--- config.mk ---
export PLATFORM = sky130hd
export DESIGN_NAME = pulse_frame_sched
export DESIGN_NICKNAME = d
export VERILOG_FILES = /design/src/rtl/pulse_frame_sched.sv
export SDC_FILE = /design/constraint.sdc
export NUM_CORES = 1
export LEC_CHECK = 0
export ABC_AREA = 0
export CELL_PAD_IN_SITES_DETAIL_PLACEMENT = 0
export CELL_PAD_IN_SITES_GLOBAL_PLACEMENT = 2
export CORE_ASPECT_RATIO = 1.5
export CORE_MARGIN = 2
export CORE_UTILIZATION = 25
export DETAILED_ROUTE_END_ITERATION = 7
export PLACE_DENSITY_LB_ADDON = 0.1
export SLEW_MARGIN = 20
export SYNTH_ARGS = -nofsm -noshare
export SYNTH_HDL_FRONTEND = slang
export SYNTH_SLANG_ARGS = --single-unit
--- constraint.sdc ---
create_clock -name clk -period 3.4 [get_ports clk]
set_input_delay 0.34 -clock clk [delete_from_list [all_inputs] [get_ports clk]]
set_output_delay 0.34 -clock clk [all_outputs]
set_load 0.01 [all_outputs]
--- src/rtl/pulse_frame_sched.sv ---
// pulse_frame_sched: round-robin scheduler that grants one requester at a time
// and drives that requester's frame onto a shared x/y pulse bus.
//
// A frame is one x pulse, then N y pulses (N = the winner's 2-bit count), then
// one x pulse. The frame's last cycle carries done. At least GAP_CYC quiet
// cycles separate consecutive frames.
//
// Ports
//   clk     : clock; all state changes on the rising edge
//   reset   : asynchronous, active-high reset
//   req_i   : [NUM_REQ] level-sensitive frame requests
//   ycnt_i  : [2*NUM_REQ] per-requester y count; slice [2i+1:2i] is requester i
//   x_o     : shared x event pulse
//   y_o     : shared y event pulse
//   gnt_o   : [NUM_REQ] one-hot grant, held from the head x through the tail x
//   done_o  : one-cycle pulse on the last cycle of a frame
//   busy_o  : high whenever the scheduler is not idle
//
// Every output is a flop. Its D input comes from the next-state decode, so no
// path exists from req_i or ycnt_i to an output within a cycle.
module pulse_frame_sched #(
  parameter int unsigned NUM_REQ = 4,
  parameter int unsigned GAP_CYC = 2
) (
  input  logic                   clk,
  input  logic                   reset,
  input  logic [NUM_REQ-1:0]     req_i,
  input  logic [2*NUM_REQ-1:0]   ycnt_i,
  output logic                   x_o,
  output logic                   y_o,
  output logic [NUM_REQ-1:0]     gnt_o,
  output logic                   done_o,
  output logic                   busy_o
);

  localparam int unsigned PTR_W = (NUM_REQ > 1) ? $clog2(NUM_REQ) : 1;
  localparam int unsigned CNT_W = 2;
  localparam int unsigned GAP_W = 4;

  localparam logic [2:0] S_IDLE    = 3'd0;
  localparam logic [2:0] S_X_HEAD  = 3'd1;
  localparam logic [2:0] S_Y_BURST = 3'd2;
  localparam logic [2:0] S_X_TAIL  = 3'd3;
  localparam logic [2:0] S_GAP     = 3'd4;

  logic [2:0]         state_q;
  logic [2:0]         state_d;
  logic [PTR_W-1:0]   ptr_q;
  logic [PTR_W-1:0]   ptr_d;
  logic [CNT_W-1:0]   cnt_q;
  logic [CNT_W-1:0]   cnt_d;
  logic [GAP_W-1:0]   gap_q;
  logic [GAP_W-1:0]   gap_d;
  logic [NUM_REQ-1:0] gnt_d;
  logic               x_d;
  logic               y_d;
  logic               done_d;
  logic               busy_d;
  logic               take_grant;

  logic               arb_found;
  logic [PTR_W-1:0]   arb_win;
  int unsigned        arb_idx;
  logic [CNT_W-1:0]   ycnt_slice [NUM_REQ];

  // Split the packed count bus into one entry per requester.
  for (genvar g = 0; g < NUM_REQ; g++) begin : g_slice
    assign ycnt_slice[g] = ycnt_i[2*g +: 2];
  end

  // Round-robin search.
  // It starts at the priority pointer, wraps past NUM_REQ-1, and stops at the
  // first requester found.
  always_comb begin
    arb_found = 1'b0;
    arb_win   = '0;
    arb_idx   = 0;
    for (int unsigned i = 0; i < NUM_REQ; i++) begin
      arb_idx = 32'(ptr_q) + i;
      if (arb_idx >= NUM_REQ) begin
        arb_idx = arb_idx - NUM_REQ;
      end
      if (!arb_found && req_i[PTR_W'(arb_idx)]) begin
        arb_found = 1'b1;
        arb_win   = PTR_W'(arb_idx);
      end
    end
  end

  // State register.
  always_ff @(posedge clk or posedge reset) begin
    if (reset) begin
      state_q <= S_IDLE;
    end else begin
      state_q <= state_d;
    end
  end

  // Next-state and next-output decode.
  // A grant is taken at three points:
  //   - from IDLE;
  //   - on the edge that ends the last gap cycle;
  //   - on the edge that ends the tail when there is no gap.
  // This keeps consecutive frames exactly GAP_CYC cycles apart while requests
  // are pending.
  always_comb begin
    state_d    = state_q;
    ptr_d      = ptr_q;
    cnt_d      = cnt_q;
    gap_d      = gap_q;
    gnt_d      = gnt_o;
    take_grant = 1'b0;

    case (state_q)
      S_IDLE: begin
        gnt_d      = '0;
        take_grant = arb_found;
      end
      S_X_HEAD: begin
        state_d = (cnt_q != '0) ? S_Y_BURST : S_X_TAIL;
      end
      S_Y_BURST: begin
        cnt_d = cnt_q - CNT_W'(1);
        if (cnt_q <= CNT_W'(1)) begin
          state_d = S_X_TAIL;
        end
      end
      S_X_TAIL: begin
        gnt_d = '0;
        if (GAP_CYC != 0) begin
          state_d = S_GAP;
          gap_d   = GAP_W'(GAP_CYC);
        end else begin
          state_d    = S_IDLE;
          take_grant = arb_found;
        end
      end
      S_GAP: begin
        gnt_d = '0;
        gap_d = gap_q - GAP_W'(1);
        if (gap_q <= GAP_W'(1)) begin
          state_d    = S_IDLE;
          take_grant = arb_found;
        end
      end
      default: begin
        state_d = S_IDLE;
        gnt_d   = '0;
      end
    endcase

    // The count and grant are latched here only.
    // Later changes to req_i or ycnt_i cannot affect a running frame.
    if (take_grant) begin
      state_d = S_X_HEAD;
      cnt_d   = ycnt_slice[arb_win];
      gnt_d   = NUM_REQ'(1) << arb_win;
      ptr_d   = (arb_win == PTR_W'(NUM_REQ - 1)) ? '0 : arb_win + PTR_W'(1);
    end

    x_d    = (state_d == S_X_HEAD) || (state_d == S_X_TAIL);
    y_d    = (state_d == S_Y_BURST);
    done_d = (state_d == S_X_TAIL);
    busy_d = (state_d != S_IDLE);
  end

  // Frame datapath: priority pointer, y countdown, gap countdown.
  always_ff @(posedge clk or posedge reset) begin
    if (reset) begin
      ptr_q <= '0;
      cnt_q <= '0;
      gap_q <= '0;
    end else begin
      ptr_q <= ptr_d;
      cnt_q <= cnt_d;
      gap_q <= gap_d;
    end
  end

  // Output flops; reset clears them immediately.
  always_ff @(posedge clk or posedge reset) begin
    if (reset) begin
      x_o    <= 1'b0;
      y_o    <= 1'b0;
      done_o <= 1'b0;
      busy_o <= 1'b0;
      gnt_o  <= '0;
    end else begin
      x_o    <= x_d;
      y_o    <= y_d;
      done_o <= done_d;
      busy_o <= busy_d;
      gnt_o  <= gnt_d;
    end
  end

  // Bus invariants.
  a_xy_excl : assert property (@(posedge clk) disable iff (reset) !(x_o && y_o));
  a_gnt_oh  : assert property (@(posedge clk) disable iff (reset) $onehot0(gnt_o));
  a_gnt_bsy : assert property (@(posedge clk) disable iff (reset) (gnt_o != '0) |-> busy_o);
  a_done_x  : assert property (@(posedge clk) disable iff (reset) done_o |-> x_o);

endmodule

==> reports/summary.md <==
The logs give 0.5033 ns for the final-layout worst hold slack and 130 for the number of nets produced by synthesis. In this run the tightest slew margin relative to its limit is 48.78%. After detailed routing, the number of vias per cell comes to 5.108.

Count of cells resized by post-cts repair: 0. The tools report the start of the worst register-to-register path as gap_q[0]. The clock arrives with 0.003342 ns of skew. In this run the power density over the cells is 860.9 nW/µm². The initial utilization of the core area, before any placement, comes to 26.11%. For this run, the post-layout net count is 153. The fraction of post-synthesis cell area in the top cell type by area was 42.89%. For this block, the routed nets add up to 2695 µm of wire. For the global-route congestion overflow total, the log shows 0. The critical path in this run is classified as reg2reg. The run finished with clean final reports. In the post-synthesis netlist, the biggest area contributors are sky130_fd_sc_hd__dfrtp_1 (43%), sky130_fd_sc_hd__ha_1 (9.0%), sky130_fd_sc_hd__a21oi_1 (4.1%), sky130_fd_sc_hd__a22o_1 (3.2%), sky130_fd_sc_hd__nor2_1 (3.0%). The first-pass GRT wire length is 4388 µm.

The synthesis warning total was 0; the total of fill cells in the finished design was 446. The critical path goes through inv_1, ha_1, nor2_1, o31ai_4, o311ai_4, a2111oi_0, a211oi_1. The run gives 0 as the final-report setup violation count. In this run, post-CTS hold repair placed 0 buffers.

The slowest stage of the critical path belongs to the cell sky130_fd_sc_hd__a2111oi_0. The die boundary width is 58.37 µm. From synthesis to final layout, the design area changed by 27.09%. The tools report the number of diodes added for antenna fixing as 0.

The count of state elements after synthesis is 19. The accumulated negative setup slack is 0 ns, and the number of buffer and inverter instances along the worst setup path is 1. The logs give 2119 µm for the half-perimeter wire length after detailed placement and 0 for the number of antenna-violating nets in the routed design. Setup repair after global routing left no endpoint under its margin.

The type of destination of the critical path was a register. The data arrival at the endpoint of the critical path is 2.11 ns. The register-to-register path setup slack came out at 1.43 ns.

In this run the cell area of the synthesized design comes to 1109 µm². The floorplan step defined a core boundary enclosing 4245 µm². The layout cell share with drive strength beyond 1 was 10.77%; the leakage power of the design was 0.5969 nW.

The worst path uses 58.05% of the clock period. Global routing consumed, over all layers together, 11.88% of the routing resources. Buffers placed on the I/O ports in this run total 21.

Post-CTS timing repair inserted 0 buffers for setup. The cell taking the most area after synthesis is sky130_fd_sc_hd__dfrtp_1. 22 I/O pins were placed.

The cell sitting at the root of the clock tree is a sky130_fd_sc_hd__clkbuf_8. Clock sink count: 19. Die boundary height: 85.56 µm. The kind of cell with the highest combined delay along the critical path is compound AO/OA/AOI/OAI gates. The path depth of the worst reg2reg path was 7; the required time reported for the critical path endpoint was 3.53 ns. The insertion delay of the later-clocked pin in the worst-skew pair was 0.27 ns. The maximum level of the CTS H-tree was 1; the clock period minus worst slack was 1.974 ns. The min-delay analysis places its worst path in the category in2async.

IR analysis of the VDD net gives a maximum drop of 0.3259 mV. The logs give 506.7 MHz for the fmax and 939 for the number of global-route vias before repair. The launching element type of the critical path is a register. In the routed design, unresolved DRC markers number 0.

The clock transition at the registers of the reported paths was 0.08 ns; the floorplan die area was 4994 µm². The initial antenna violation count was 0. The number of instances in the synthesized netlist was 108. Of all nets on the critical path, the largest fanout is 6.

Clock tree synthesis inserted a total of 3 buffers. For the initial detailed-routing violation count, the log shows 23. In this design, the stage delay of the slowest critical-path cell is 0.47 ns. The worst register-to-register path ends at cnt_q[0]. Entering global routing, the biggest net connects 20 pins.

The synthesized netlist contains 40 unique library cells. Routability congestion estimate: 0.7349. Number of buffers on the longest clock path: 2. The tools report the final-report hold violation count as 0. The slew of the pin with the lowest slew margin was 0.7675 ns. The total number of vias is 899, and the max-slew violation total from the final report is 0.

Length of the first detailed-routing pass in iterations: 4. TritonCTS built the clock tree. The portion of the post-synthesis area used by sequential elements is 42.89%, and the count of maximum capacitance violations is 0.

Dividing the detail-routed wire length by the instance count gives 15.31 µm. In this run the mean area of a mapped cell was 10.26 µm². The floorplan has 29 rows.
-- sequential cells by signal, indices dropped and copies added, names as in the netlist --
name and cells:
busy_o 1, cnt_q 2, done_o 1, gap_q 4
gnt_o 4, ptr_q 2, state_q 3, x_o 1
y_o 1
-- area by class of cell --
cell class / instances / area [µm²] / area share (%)
clock buffers: 3 / 41.29 / 2.931
repair buffers: 21 / 210.2 / 14.92
multi-input cells: 76 / 579.3 / 41.12
well taps: 46 / 57.56 / 4.085
clock inverters: 1 / 7.507 / 0.5329
flip-flops and latches: 19 / 475.5 / 33.75
inverters: 10 / 37.54 / 2.664
-- per-layer routing --
layer,vias up,GRT usage [%],routed length (µm)
li1,436,-,-
met1,440,12.72,1066
met2,19,21.55,1507
met3,4,1.810,77
met4,0,6.342,44
met5,-,0,0
-- placed cells by master, fill, tap and decap left out, types with 2 or more instances in the layout --
cell type                         netlist  final
sky130_fd_sc_hd__nand2_1                6      6
sky130_fd_sc_hd__o21ai_1                2      2
sky130_fd_sc_hd__dfrtp_1               19     19
sky130_fd_sc_hd__mux2i_1                3      3
sky130_fd_sc_hd__a2111oi_0              2      2
sky130_fd_sc_hd__clkdlybuf4s50_1        0     21
sky130_fd_sc_hd__nor3b_1                3      3
sky130_fd_sc_hd__nor3_1                 3      3
sky130_fd_sc_hd__ha_1                   8      8
sky130_fd_sc_hd__xnor2_1                2      2
sky130_fd_sc_hd__a22o_1                 4      4
sky130_fd_sc_hd__clkbuf_8               0      3
sky130_fd_sc_hd__nor2_1                 9      9
sky130_fd_sc_hd__a211oi_1               4      4
sky130_fd_sc_hd__a21oi_1                9      9
sky130_fd_sc_hd__inv_1                  8      8
-- through the flow --
stage          total power [mW]  setup WS, ns  instance area, µm²  std cells  utilization, %
2_1_floorplan            0.8404         1.744                1109        108               -
3_3_place_gp              1.053         1.165                1360        172           32.04
3_5_place_dp              1.058         1.186                1360        172           32.04
4_1_cts                   1.233         1.395                1409        176           33.19
5_1_grt                   1.324         1.170                1409        176           33.19
6_report                  1.213         1.426                1409        176           33.19
-- power breakdown --
part / switching, mW / total (mW) / internal [mW]
clock: 0.0877 / 0.171 / 0.0829
sequential: 0.0990 / 0.422 / 0.322
combinational: 0.335 / 0.621 / 0.285
total: 0.522 / 1.21 / 0.691
-- worst max-delay path by stage --
stage | start | to | slack (ns) | depth (start not counted)
finish | gap_q[0] | cnt_q[0] | 1.43 | 7
CTS | gap_q[0] | cnt_q[1] | 1.40 | 7
detailed placement | req_i[0] | cnt_q[1] | 1.19 | 7
global route | gap_q[0] | cnt_q[1] | 1.17 | 7
floorplan | gap_q[0] | cnt_q[0] | 1.74 | 7
global placement | req_i[0] | cnt_q[0] | 1.16 | 7
-- synth_stat cells --
library cell and count:
sky130_fd_sc_hd__a211oi_1 4, sky130_fd_sc_hd__o22ai_1 1, sky130_fd_sc_hd__o21a_1 1, sky130_fd_sc_hd__o22ai_2 1, sky130_fd_sc_hd__nand3_1 1, sky130_fd_sc_hd__xnor2_1 2
sky130_fd_sc_hd__o311a_1 1, sky130_fd_sc_hd__and3_1 1, sky130_fd_sc_hd__nand2b_1 1, sky130_fd_sc_hd__or2_1 1, sky130_fd_sc_hd__ha_1 8, sky130_fd_sc_hd__nor2_4 1
sky130_fd_sc_hd__a21oi_2 1, sky130_fd_sc_hd__a31oi_1 1, sky130_fd_sc_hd__o311ai_4 1, sky130_fd_sc_hd__nand3b_1 1, sky130_fd_sc_hd__clkinv_1 1, sky130_fd_sc_hd__nor3_1 3
sky130_fd_sc_hd__or3_1 1, sky130_fd_sc_hd__clkbuf_1 1, sky130_fd_sc_hd__inv_1 8, sky130_fd_sc_hd__nor2_1 9, sky130_fd_sc_hd__o21ai_2 1, sky130_fd_sc_hd__mux2i_1 3
sky130_fd_sc_hd__o31ai_4 1, sky130_fd_sc_hd__a22o_1 4, sky130_fd_sc_hd__o21ai_1 2, sky130_fd_sc_hd__inv_2 1, sky130_fd_sc_hd__a41o_1 1, sky130_fd_sc_hd__nand2_1 6
sky130_fd_sc_hd__nor2_2 1, sky130_fd_sc_hd__nor3b_1 3, sky130_fd_sc_hd__buf_4 1, sky130_fd_sc_hd__o22a_2 1, sky130_fd_sc_hd__a21oi_1 9, sky130_fd_sc_hd__buf_2 1
sky130_fd_sc_hd__a2111oi_0 2, sky130_fd_sc_hd__o221ai_1 1, sky130_fd_sc_hd__or2_4 1, sky130_fd_sc_hd__dfrtp_1 19
-- cell families (layout without fill, tap and decap cells) --
| kind of cell | Yosys count | count (layout) | share of synthesized area [%] |
|---|---|---|---|
| adder cells (fa/ha/maj) | 8 | 8 | 9.030 |
| AND/OR/NAND/NOR | 30 | 30 | 14.22 |
| XOR/XNOR | 2 | 2 | 1.580 |
| multiplexers | 3 | 3 | 2.709 |
| AO/OA/AOI/OAI | 33 | 33 | 24.72 |
| buffers and inverters | 13 | 35 | 4.852 |
| flip-flops | 19 | 19 | 42.89 |
Note: power is estimated with default switching activity, not from simulation.
